`config.mk`:
```
export PLATFORM = sky130hd
export DESIGN_NAME = cp0_compare_timer_flat
export DESIGN_NICKNAME = d
export VERILOG_FILES = /design/src/rtl/cp0_compare_timer_pkg.sv /design/src/rtl/cp0_compare_timer_if.sv /design/src/rtl/cp0_match_edge.sv /design/src/rtl/cp0_compare_timer.sv /design/src/flat_wrapper.sv
export SDC_FILE = /design/constraint.sdc
export NUM_CORES = 1
export LEC_CHECK = 0
export BUFFER_PORTS_ARGS = -buffer_cell sky130_fd_sc_hd__buf_2
export CAP_MARGIN = 5
export CORE_ASPECT_RATIO = 0.5
export CORE_MARGIN = 3
export CORE_UTILIZATION = 38
export CTS_CLUSTER_DIAMETER = 100
export DETAILED_ROUTE_END_ITERATION = 6
export GPL_TIMING_DRIVEN = 0
export PLACE_DENSITY = 0.75
export SYNTH_ARGS = -nofsm -noshare
export SYNTH_HDL_FRONTEND = slang
export SYNTH_HIERARCHICAL = 1
export SYNTH_SLANG_ARGS = --single-unit
```
`constraint.sdc`:
```
create_clock -name clk -period 1.7 [get_ports clk]
set_clock_uncertainty 0.1 [all_clocks]
set_input_delay 0.51 -clock clk [delete_from_list [all_inputs] [get_ports clk]]
set_output_delay 0.51 -clock clk [all_outputs]
set_load 0.03 [all_outputs]
```
`src/rtl/cp0_compare_timer_pkg.sv`:
```
// cp0_compare_timer_pkg: shared address/reset constants and timer state encoding
package cp0_compare_timer_pkg;

    localparam logic [5:0]  CP0ADDR_COMPARE = 6'd11;
    localparam logic [31:0] COMPARE_INI_DEF = 32'h0000_0000;

    typedef enum logic [1:0] {
        TI_UNARMED = 2'd0,
        TI_ARMED   = 2'd1,
        TI_PENDING = 2'd2
    } ti_state_e;

endpackage

```
`src/rtl/cp0_compare_timer_if.sv`:
```
// cp0_compare_timer_if: MTC0 write bus plus Compare read-back
interface cp0_compare_timer_if;

    logic        mtc0_we;
    logic [5:0]  cp0_addr;
    logic [31:0] mtc0_data;
    logic [31:0] cp0_Compare_data;

    modport master (output mtc0_we, cp0_addr, mtc0_data, input cp0_Compare_data);
    modport slave  (input mtc0_we, cp0_addr, mtc0_data, output cp0_Compare_data);

endinterface

```
`src/rtl/cp0_match_edge.sv`:
```
// cp0_match_edge: Count==Compare comparator with rising-edge detect
module cp0_match_edge (
    input  logic        clk,
    input  logic        rst_n,
    input  logic        armed,
    input  logic        wr_cmp,
    input  logic [31:0] count_data,
    input  logic [31:0] compare_data,
    output logic        rise
);

    logic match;
    logic match_d;
    logic match_q;

    // A Compare write forces the history bit high so the write cycle's own match is not an edge
    always_comb begin
        match   = armed && (count_data == compare_data);
        match_d = wr_cmp || match;
        rise    = match && !match_q;
    end

    // Match history register
    always_ff @(posedge clk or negedge rst_n) begin
        if (!rst_n) match_q <= 1'b0;
        else        match_q <= match_d;
    end

endmodule

```
`src/rtl/cp0_compare_timer.sv`:
```
// cp0_compare_timer: CP0 Compare register, Cause.TI pending flag and timer interrupt request
// CP0_TI_MASK_EN: when defined, timer_int_req is gated by Status.IM7/IE/EXL; otherwise unmasked.
module cp0_compare_timer
    import cp0_compare_timer_pkg::*;
#(
    parameter logic [31:0] COMPARE_INI  = COMPARE_INI_DEF,
    parameter logic [5:0]  ADDR_COMPARE = CP0ADDR_COMPARE
) (
    input  logic                      clk,
    input  logic                      rst_n,
    cp0_compare_timer_if.slave        bus,
    input  logic [31:0]               count_data,
    input  logic                      status_ie,
    input  logic                      status_exl,
    input  logic                      status_im7,
    output logic                      cause_ti,
    output logic                      timer_int_req
);

    ti_state_e   state_d, state_q;
    logic [31:0] compare_d, compare_q;
    logic        timer_int_req_d, timer_int_req_q;
    logic        wr_cmp;
    logic        armed;
    logic        rise;
`ifndef CP0_TI_MASK_EN
    logic        unused_status;
`endif

    cp0_match_edge u_match_edge (
        .clk          (clk),
        .rst_n        (rst_n),
        .armed        (armed),
        .wr_cmp       (wr_cmp),
        .count_data   (count_data),
        .compare_data (compare_q),
        .rise         (rise)
    );

    // Next-state: a Compare write always wins over a simultaneous match edge
    always_comb begin
        wr_cmp    = bus.mtc0_we && (bus.cp0_addr == ADDR_COMPARE);
        armed     = state_q != TI_UNARMED;
        cause_ti  = state_q == TI_PENDING;
        compare_d = wr_cmp ? bus.mtc0_data : compare_q;
        state_d   = wr_cmp ? TI_ARMED :
                    (state_q == TI_ARMED && rise) ? TI_PENDING : state_q;
`ifdef CP0_TI_MASK_EN
        timer_int_req_d = cause_ti && status_im7 && status_ie && !status_exl;
`else
        unused_status   = ^{status_ie, status_exl, status_im7};
        timer_int_req_d = cause_ti;
`endif
    end

    // State, Compare and request registers
    always_ff @(posedge clk or negedge rst_n) begin
        if (!rst_n) begin
            state_q         <= TI_UNARMED;
            compare_q       <= COMPARE_INI;
            timer_int_req_q <= 1'b0;
        end else begin
            state_q         <= state_d;
            compare_q       <= compare_d;
            timer_int_req_q <= timer_int_req_d;
        end
    end

    assign bus.cp0_Compare_data = compare_q;
    assign timer_int_req        = timer_int_req_q;

endmodule

```
`src/flat_wrapper.sv`:
```
// flat-port wrapper written by rule: the top's interface ports become plain ports
module cp0_compare_timer_flat import cp0_compare_timer_pkg::*;
#(
    parameter logic [31:0] COMPARE_INI  = COMPARE_INI_DEF,
    parameter logic [5:0]  ADDR_COMPARE = CP0ADDR_COMPARE
)
  (clk, rst_n, count_data, status_ie, status_exl, status_im7, cause_ti, timer_int_req, bus_mtc0_we, bus_cp0_addr, bus_mtc0_data, bus_cp0_Compare_data);
  cp0_compare_timer_if bus_i ();
  input  logic clk;
  input  logic rst_n;
  input  logic [31:0] count_data;
  input  logic status_ie;
  input  logic status_exl;
  input  logic status_im7;
  output logic cause_ti;
  output logic timer_int_req;
  input wire logic [$bits(bus_i.mtc0_we)-1:0] bus_mtc0_we;
  input wire logic [$bits(bus_i.cp0_addr)-1:0] bus_cp0_addr;
  input wire logic [$bits(bus_i.mtc0_data)-1:0] bus_mtc0_data;
  output wire logic [$bits(bus_i.cp0_Compare_data)-1:0] bus_cp0_Compare_data;
  assign bus_i.mtc0_we = bus_mtc0_we;
  assign bus_i.cp0_addr = bus_cp0_addr;
  assign bus_i.mtc0_data = bus_mtc0_data;
  assign bus_cp0_Compare_data = bus_i.cp0_Compare_data;
  cp0_compare_timer #(.COMPARE_INI(COMPARE_INI), .ADDR_COMPARE(ADDR_COMPARE)) u_core (.clk(clk), .rst_n(rst_n), .bus(bus_i), .count_data(count_data), .status_ie(status_ie), .status_exl(status_exl), .status_im7(status_im7), .cause_ti(cause_ti), .timer_int_req(timer_int_req));
endmodule
```
# --- Yosys cells after proc, flatten, opt, wreduce, memory -nomap -nowiden ---
# Cells that the tools add are included.
totals:
  reg_bits: 36
  in_bits: 76
  output_inout_bits: 34
op_classes:
  eq_ne: 4
  mux: 2
  n_reduce_logical: 8
op_table:
  columns: ["cell", "count"]
  rows:
  - ["equality test 32 bit", 1]
  - ["equality test 6 x 4 -> 1 bit (second input constant)", 1]
  - ["logical AND 1 bit", 4]
  - ["two-way mux 2 bit", 2]
  - ["nonzero test 2 bit", 2]
  - ["equality test 2 x 1 -> 1 bit (second input constant)", 1]
  - ["equality test 2 bit (second input constant)", 1]
  - ["logical NOT 1 bit", 1]
  - ["logical OR 1 bit", 1]

# --- Longest topological paths before layout ---
# Gate-level depths: netlist of run 1.
depth:
  word_depth: 6
  ltp_mapped: 6

# --- Modules after synthesis ---
# Netlist of run 1, hierarchy kept.
by_module_without_submodules:
  columns: ["module", "n_inst", "cells_per_inst", "area_each_um2", "seq_area_each_um2"]
  rows:
  - ["cp0_compare_timer", 1, 79, 1336.3, 875.8]
  - ["cp0_match_edge", 1, 51, 414.1, 25.0]

# --- Least setup slack after synthesis of run 1 ---
# No wires, ideal clock.
synth_timing:
  kind: "reg2reg"
  start: "register u_core.compare_q[18] (netlist: u_core/bus.cp0_Compare_data[18])"
  end: "register u_core.state_q[0]"
  setup_time_ps: 118
  t_arrival_ps: 1879
  t_required_ps: 1482
  path_slack_ps: -397
  stages_incl_launch_ff: 7
  path_buffers: 0
  synth_period_minus_slack_ps: 2097
  cell_sequence: "dfrtp_1 > xor2_1 > a221o_1 > or4_4 > nor4_2 > nand2b_1 > a21o_1"
synth_between:
  elab_chain_cells: 5
synth_lines:
  columns: ["item", "line_no", "source"]
  rows:
  - ["start: declaration", "cp0_compare_timer.sv:21", "logic [31:0] compare_d, compare_q;"]
  - ["start signal: assignment", "cp0_compare_timer.sv:64", "compare_q <= compare_d;"]
  - ["equality test 32 bit", "cp0_match_edge.sv:18", "match = armed && (count_data == compare_data);"]
  - ["logical AND 1 bit", "cp0_match_edge.sv:18", null]
  - ["logical AND 1 bit", "cp0_match_edge.sv:20", "rise = match && !match_q;"]
  - ["via u_core.rise", "cp0_compare_timer.sv:25", "logic rise;"]
  - ["logical AND 1 bit", "cp0_compare_timer.sv:47", "(state_q == TI_ARMED && rise) ? TI_PENDING : state_q;"]
  - ["nonzero test 2 bit (no line)", null, null]
  - ["end signal: assignment", "cp0_compare_timer.sv:63", "state_q <= state_d;"]
  - ["end: declaration", "cp0_compare_timer.sv:20", "ti_state_e state_d, state_q;"]
# The timed path passes the listed nets, and every way through them passes these cells.
# A chain may end at the register's enable or synchronous reset.

# --- Final worst setup path of run 1 ---
# Same ends and word-level chain as after synthesis.

==> impl_results.md, run 1 <==
* Vias at between 1000 and 1500
* Met3 WL at ~240 um
* Distinct cells, synth at 25
* Initial antenna violation count at 0
* Highest clock rate at roughly 520 MHz
* Routed length per instance at roughly 15 um
* Tightest Hold Check Type: in2async
* Final hold viol count at 0
* Endpoint type of the worst setup path: register
* DR pass1 iterations at 5
* Die Y at about 54 um
* Psw at between 0.0007 and 0.0008 W
* Pwr Total at 0.00245 W
* Tmin final at about 1.9 ns
* Post-synthesis sequential area ratio at 0.515
* Fin crit share at 1.13
* Synthesized net count at between 200 and 250
* Layout Nets at 323
* H-tree Lvls at 2
* Clock slew at reported path FFs at 0.07 ns
* Post-synth EDFFs at 0
* Total wire length at about 4600 um
* Slew Limit Fails at 0
* Avg Cell Area, Syn at between 10 and 15 sq um
* Largest net degree at the start of global routing at 37
* Ports at 110
* CTS Hold Bufs at 0
* Clk_lat worst skew at around 0.28 ns
* Post-DP HPWL at roughly 3600 um
* Syn Std Cell Area at 1750 sq um
* Crit path max fanout at 2
* Status: finished with violations
* CTS max path bufs at 2
* Vias in the first global route at between 1500 and 2000
* Num rows at 16
* Ys Warns at 6
* Fillers at about 340
* Uppermost layer routed: met4
* Slew headroom at 0.479
* Share of total power in the clock network at 0.265
* Clock sink total at 36
* CTS tree: done
* Initial core utilization at 0.420
* FF+latch count, synth at 36
* First-pass GRT wire length at between 7000 and 8000 um
* Final worst setup slack at -0.221 ns
* IO buf count at 106
* Grt ovf at 0
* Synth cell count leaders: 36 x dfrtp_1, 28 x xor2_1, 27 x mux2_2
* RSZ-0062 raised after global routing: yes
* Ant. Diodes at 0
* DRC viols at 0
* Final setup viols at 3
* CP Launch Type: register
* Comb pwr share at 0.298
* Clock root cell: clkbuf_8
* Most numerous cell in the Yosys netlist: dfrtp_1
* Die X at 102 um
* P_leak at 1.45 nW
* Tightest Pin Transition at 0.782 ns
* Post-synth top flop: dfrtp_1
* Core Area at 4160 sq um
* Max Cap Viol at 0
* Flop pwr share at 0.437
* Drt via density at 4.78
* Asr flop ratio synth at 1.00
* Top post-synthesis cells by area: dfrtp_1 51%, mux2_2 17%, xor2_1 14%
* CP arrival at 2.00 ns
* Syn Inst Count at 130
* Yosys top cell area share at 0.515
* Int Pwr at 0.00166 W
* Synth area leader: dfrtp_1
* Setup CP Type: reg2reg
* Layout cell share with drive strength beyond 1 at 0.660
* Required @ worst endpoint at ~1.8 ns
* Iteration-0 DRC Markers at 37
* Die Footprint at approximately 5500 sq um
* Hold slack final at 0.201 ns
* Num CTS Buffers at 5
* VDD IR max at between 0.3 and 0.4 mV
* M1 WL at roughly 1800 um
* Final Wtd Congestion at slightly above 0.7
* ANT nets after route at 0
* DR WL met2 at between 2000 and 3000 um
* Total track usage at 0.173
* Total Neg Setup Slack at -0.531 ns
* Non-Filler Cell Area, Final at about 2600 sq um
* Violations in the final reports: negative setup slack
* Area grow syn2layout at 50.5%
* Placement Cell Area at about 2500 sq um
* Switch share at 0.323
* PD cells at ~930 nW/um^2
* Worst Reg-to-Reg Cells at 6
## what timing repair did
item                       CTS  global route
setup buffers                4             0
setup endpoints to repair   30             5
cloned                       0             0
gates resized for setup      2             6
pin swaps                    3             1
## sequential cells by signal, summed over array words and instances, names as in the netlist
| register | count |
|---|---|
| u_core/u_match_edge/match_q | 1 |
| u_core/state_q | 2 |
| u_core/timer_int_req | 1 |
| u_core/bus.cp0_Compare_data | 32 |
## per-stage QoR
stage	utilization	instances	setup slack [ns]
detailed placement	0.594	290	-0.445
finish	0.633	301	-0.221
global route	0.633	301	-0.298
global placement	0.594	290	-0.430
floorplan	-	130	-0.226
CTS	0.627	301	-0.203
## worst paths after layout
check                                                     start                         endpoint  slack [ns]
min in group clk                              bus_mtc0_data[27]  u_core/bus.cp0_Compare_data[27]        0.35
worst min register to register                u_core/state_q[0]             u_core/timer_int_req        0.40
max in group asynchronous                                 rst_n  u_core/bus.cp0_Compare_data[18]        0.75
worst max register to register  u_core/bus.cp0_Compare_data[18]                u_core/state_q[0]       -0.22
worst min-delay path                                      rst_n  u_core/bus.cp0_Compare_data[31]        0.20
worst max-delay path            u_core/bus.cp0_Compare_data[18]                u_core/state_q[0]       -0.22
## cells by family after synthesis
group	count (synthesis)	synth area share
AO/OA/AOI/OAI	6	0.0257
multiplexers	32	0.206
AND/OR/NAND/NOR	21	0.0858
buffers and inverters	7	0.0279
XOR/XNOR	28	0.140
flip-flops	36	0.515
## placed cells by master (no fill, tap or decap), types with 2 or more instances in the layout
master	synthesis	layout
buf_2	0	105
dfrtp_1	36	35
xor2_1	28	28
mux2_4	0	27
clkbuf_8	0	7
buf_4	0	5
mux2_2	27	5
inv_1	4	4
nor4_2	1	4
buf_6	3	3
nand2b_1	3	3
nor2b_1	2	2
nor4_1	6	2
## final cells by class
cell class,instances,area (sq um),share of cell area
multi-input cells,87,957,0.363
flip-flops and latches,36,902,0.342
repair buffers,110,563,0.214
clock buffers,7,96.3,0.0366
well taps,54,67.6,0.0256
plain buffers,3,33.8,0.0128
inverters,4,15.0,0.00570
## critical path, stage by stage (launching register included)
cell and delay [ns]:
dfrtp_2 0.42, xor2_1 0.17, a221o_1 0.26, or4_4 0.45
nor4_4 0.16, nand2b_1 0.08, a21o_1 0.17
## power groups by stage
stage	logic [W]	registers, W	clock network (W)
2_1_floorplan	0.000248	0.00127	0
3_3_place_gp	0.000690	0.00107	0
3_5_place_dp	0.000706	0.00108	0
4_1_cts	0.000724	0.00107	0.000668
5_1_grt	0.000782	0.00108	0.000709
6_report	0.000728	0.00107	0.000648
## per-layer routing
metal	vias to the layer above	GRT usage
li1	684	-
met3	9	0.0453
met5	-	0
met2	49	0.327
met1	697	0.197
met4	0	0.0479
Note: power is estimated with default switching activity, not from simulation.
==> inputs of run 2 (changes only) <==
Settings changed: SETUP_SLACK_MARGIN from default to 0.1.
==> impl_results.md, run 2 (synthesis results as in run 1) <==
* Iteration-0 DRC Markers at 19 (was 37)
* Most common cell after layout, fill and taps aside: buf_2 (unchanged)
* CP Launch Type: register (unchanged)
* Placement Cell Area at 2490 sq um (was 2470 sq um)
* PD cells at 869 nW/um^2 (was 928 nW/um^2)
* Register Area at 902 sq um (unchanged)
* P_leak at 1.53 nW (was 1.45 nW)
* DRC viols at 0 (unchanged)
* Die Y at 54.0 um (unchanged)
* Slew Limit Fails at 0 (unchanged)
* Post-DP HPWL at 3490 um (was 3580 um)
* Crit path max fanout at 2 (unchanged)
* Clock sink total at 36 (unchanged)
* VDD IR max at 0.389 mV (was 0.365 mV)
* Final setup viols at 3 (unchanged)
* CTS max path bufs at 2 (unchanged)
* Vias in the first global route at 1456 (was 1515)
* ANT nets after route at 0 (unchanged)
* Ant. Diodes at 0 (unchanged)
* Uppermost layer routed: met4 (unchanged)
* Tightest Hold Check Type: in2async (unchanged)
* Required @ worst endpoint at 1.78 ns (about the same)
* Tightest Pin Transition at 0.826 ns (was 0.782 ns)
* IO buf count at 106 (unchanged)
* Multi-input logic area at 982 sq um (was 957 sq um)
* H-tree Lvls at 2 (unchanged)
* End of the worst register-to-register path: u_core/state_q[0] (unchanged)
* DR pass1 iterations at 4 (was 5)
* Vias at 1460 (was 1439)
* Endpoint type of the worst setup path: register (unchanged)
* Routed length per instance at 15.4 um (was 15.3 um)
* Setup CP Type: reg2reg (unchanged)
* Fin crit share at 1.13 (about the same)
* CP arrival at 2.01 ns (was 2.00 ns)
* Layout cell share with drive strength beyond 1 at 0.678 (was 0.660)
* Fillers at 316 (was 341)
* Tmin final at 1.93 ns (was 1.92 ns)
* Layout Nets at 330 (was 323)
* Initial antenna violation count at 0 (unchanged)
* Initial core utilization at 0.420 (unchanged)
* Most frequent cells in the layout: 103 x buf_2, 35 x dfrtp_1, 32 x mux2_4, 28 x xor2_1, 6 x clkbuf_8 (was 105 x buf_2, 35 x dfrtp_1, 28 x xor2_1, 27 x mux2_4, 7 x clkbuf_8)
* Max Cap Viol at 0 (unchanged)
* Critical-path top delay cell: or4_4 (unchanged)
* Die Footprint at 5510 sq um (unchanged)
* CTS tree: done (unchanged)
* M1 WL at 1980 um (was 1800 um)
* RR Startpoint: u_core/bus.cp0_Compare_data[18] (unchanged)
* Worst Reg-to-Reg Cells at 6 (unchanged)
* Status: finished with violations (unchanged)
* Highest clock rate at 518 MHz (was 520 MHz)
* Clock root cell: clkbuf_8 (unchanged)
* Final hold viol count at 0 (unchanged)
* Bufs and invs on worst path at 0 (unchanged)
* Largest net degree at the start of global routing at 37 (unchanged)
* Final Wtd Congestion at 0.747 (was 0.726)
* RSZ-0062 raised after global routing: yes (unchanged)
* Slew headroom at 0.449 (was 0.479)
* R2r setup slk at -0.23 ns (was -0.22 ns)
* Max reg flops at 32 (unchanged)
* Total wire length at 4760 um (was 4590 um)
* DR WL met2 at 2530 um (was 2500 um)
* Num rows at 16 (unchanged)
* Area grow syn2layout at 60.5% (was 50.5%)
* Worst path max stage delay at 0.44 ns (was 0.45 ns)
* Grt ovf at 0 (unchanged)
* Cells along the critical path: xor2_1 > a221o_1 > or4_4 > nor4_4 > nand2b_1 > a21o_1 (unchanged)
* Violations in the final reports: negative setup slack (unchanged)
* Drt via density at 4.72 (was 4.78)
* Top delay family on crit path: simple AND/OR/NAND/NOR gates (unchanged)
* Clock slew at reported path FFs at 0.07 ns (about the same)
* Non-Filler Cell Area, Final at 2810 sq um (was 2640 sq um)
* Ports at 110 (unchanged)
* Met3 WL at 228 um (was 239 um)
* Final worst setup slack at -0.229 ns (was -0.221 ns)
* Clk_lat worst skew at 0.28 ns (about the same)
* First-pass GRT wire length at 6940 um (was 7110 um)
* Core Area at 4160 sq um (unchanged)
* Die X at 102 um (unchanged)
* Total track usage at 0.170 (was 0.173)
* Num CTS Buffers at 5 (unchanged)
* Hold slack final at 0.220 ns (was 0.201 ns)
## run 2: cell count changes in the layout (fill, tap and decap cells not counted), sizes merged
cell	previous run	this run
clkinv	0	2
buf	113	118
clkbuf	7	8
## run 2: power breakdown
group,leakage [nW],total [W],internal (W),switching (W)
sequential,0.478,0.00107,0.000963,0.000106
combinational,0.998,0.000746,0.000348,0.000398
clock,0.0510,0.000626,0.000323,0.000303
## run 2: what timing repair did
item | in CTS | in global routing
setup buffers | 5 | 3
hold buffers | 0 | 0
setup endpoints to repair | 36 | 32
gates resized for setup | 7 | 17
gates cloned | 1 | 2
pin swaps | 4 | 3
## run 2: worst reg2reg max path: cells and delay by family, from the launching register on
family,cells,cell delay [ns]
flops,1,0.41
simple gates,3,0.71
compound gates,2,0.44
xor+xnor,1,0.16
## run 2: per-stage QoR
stage / setup WS [ns] / cells / util / power [W] / TNS [ns]
floorplan: -0.226 / 130 / - / 0.00153 / -5.64
global placement: -0.457 / 290 / 0.597 / 0.00177 / -13.54
detailed placement: -0.494 / 290 / 0.597 / 0.00179 / -14.86
CTS: -0.199 / 304 / 0.639 / 0.00244 / -0.441
global route: -0.320 / 309 / 0.675 / 0.00257 / -0.789
finish: -0.229 / 309 / 0.675 / 0.00244 / -0.568
## run 2: final cells by class
type | instances | share of cell area
plain buffers | 3 | 0.0196
clock inverters | 2 | 0.00356
inverters | 4 | 0.00535
flip-flops and latches | 36 | 0.321
multi-input cells | 87 | 0.350
repair buffers | 117 | 0.247
well taps | 54 | 0.0241
clock buffers | 6 | 0.0294
## run 2: worst max-delay path by stage
stage                                         start                         endpoint  slack (ns)  cells past startpoint
floorplan           u_core/bus.cp0_Compare_data[18]                u_core/state_q[0]       -0.23                      6
global placement                    bus_cp0_addr[2]  u_core/bus.cp0_Compare_data[18]       -0.46                      5
detailed placement                  bus_cp0_addr[2]  u_core/bus.cp0_Compare_data[18]       -0.49                      5
CTS                 u_core/bus.cp0_Compare_data[18]                u_core/state_q[0]       -0.20                      6
global route        u_core/bus.cp0_Compare_data[29]                u_core/state_q[0]       -0.32                      6
finish              u_core/bus.cp0_Compare_data[18]                u_core/state_q[0]       -0.23                      6
## run 2: layer usage
| layer | up-vias | GRT usage |
|---|---|---|
| met5 | - | 0 |
| met4 | 0 | 0.0392 |
| met3 | 2 | 0.0479 |
| met2 | 41 | 0.311 |
| met1 | 711 | 0.202 |
| li1 | 706 | - |
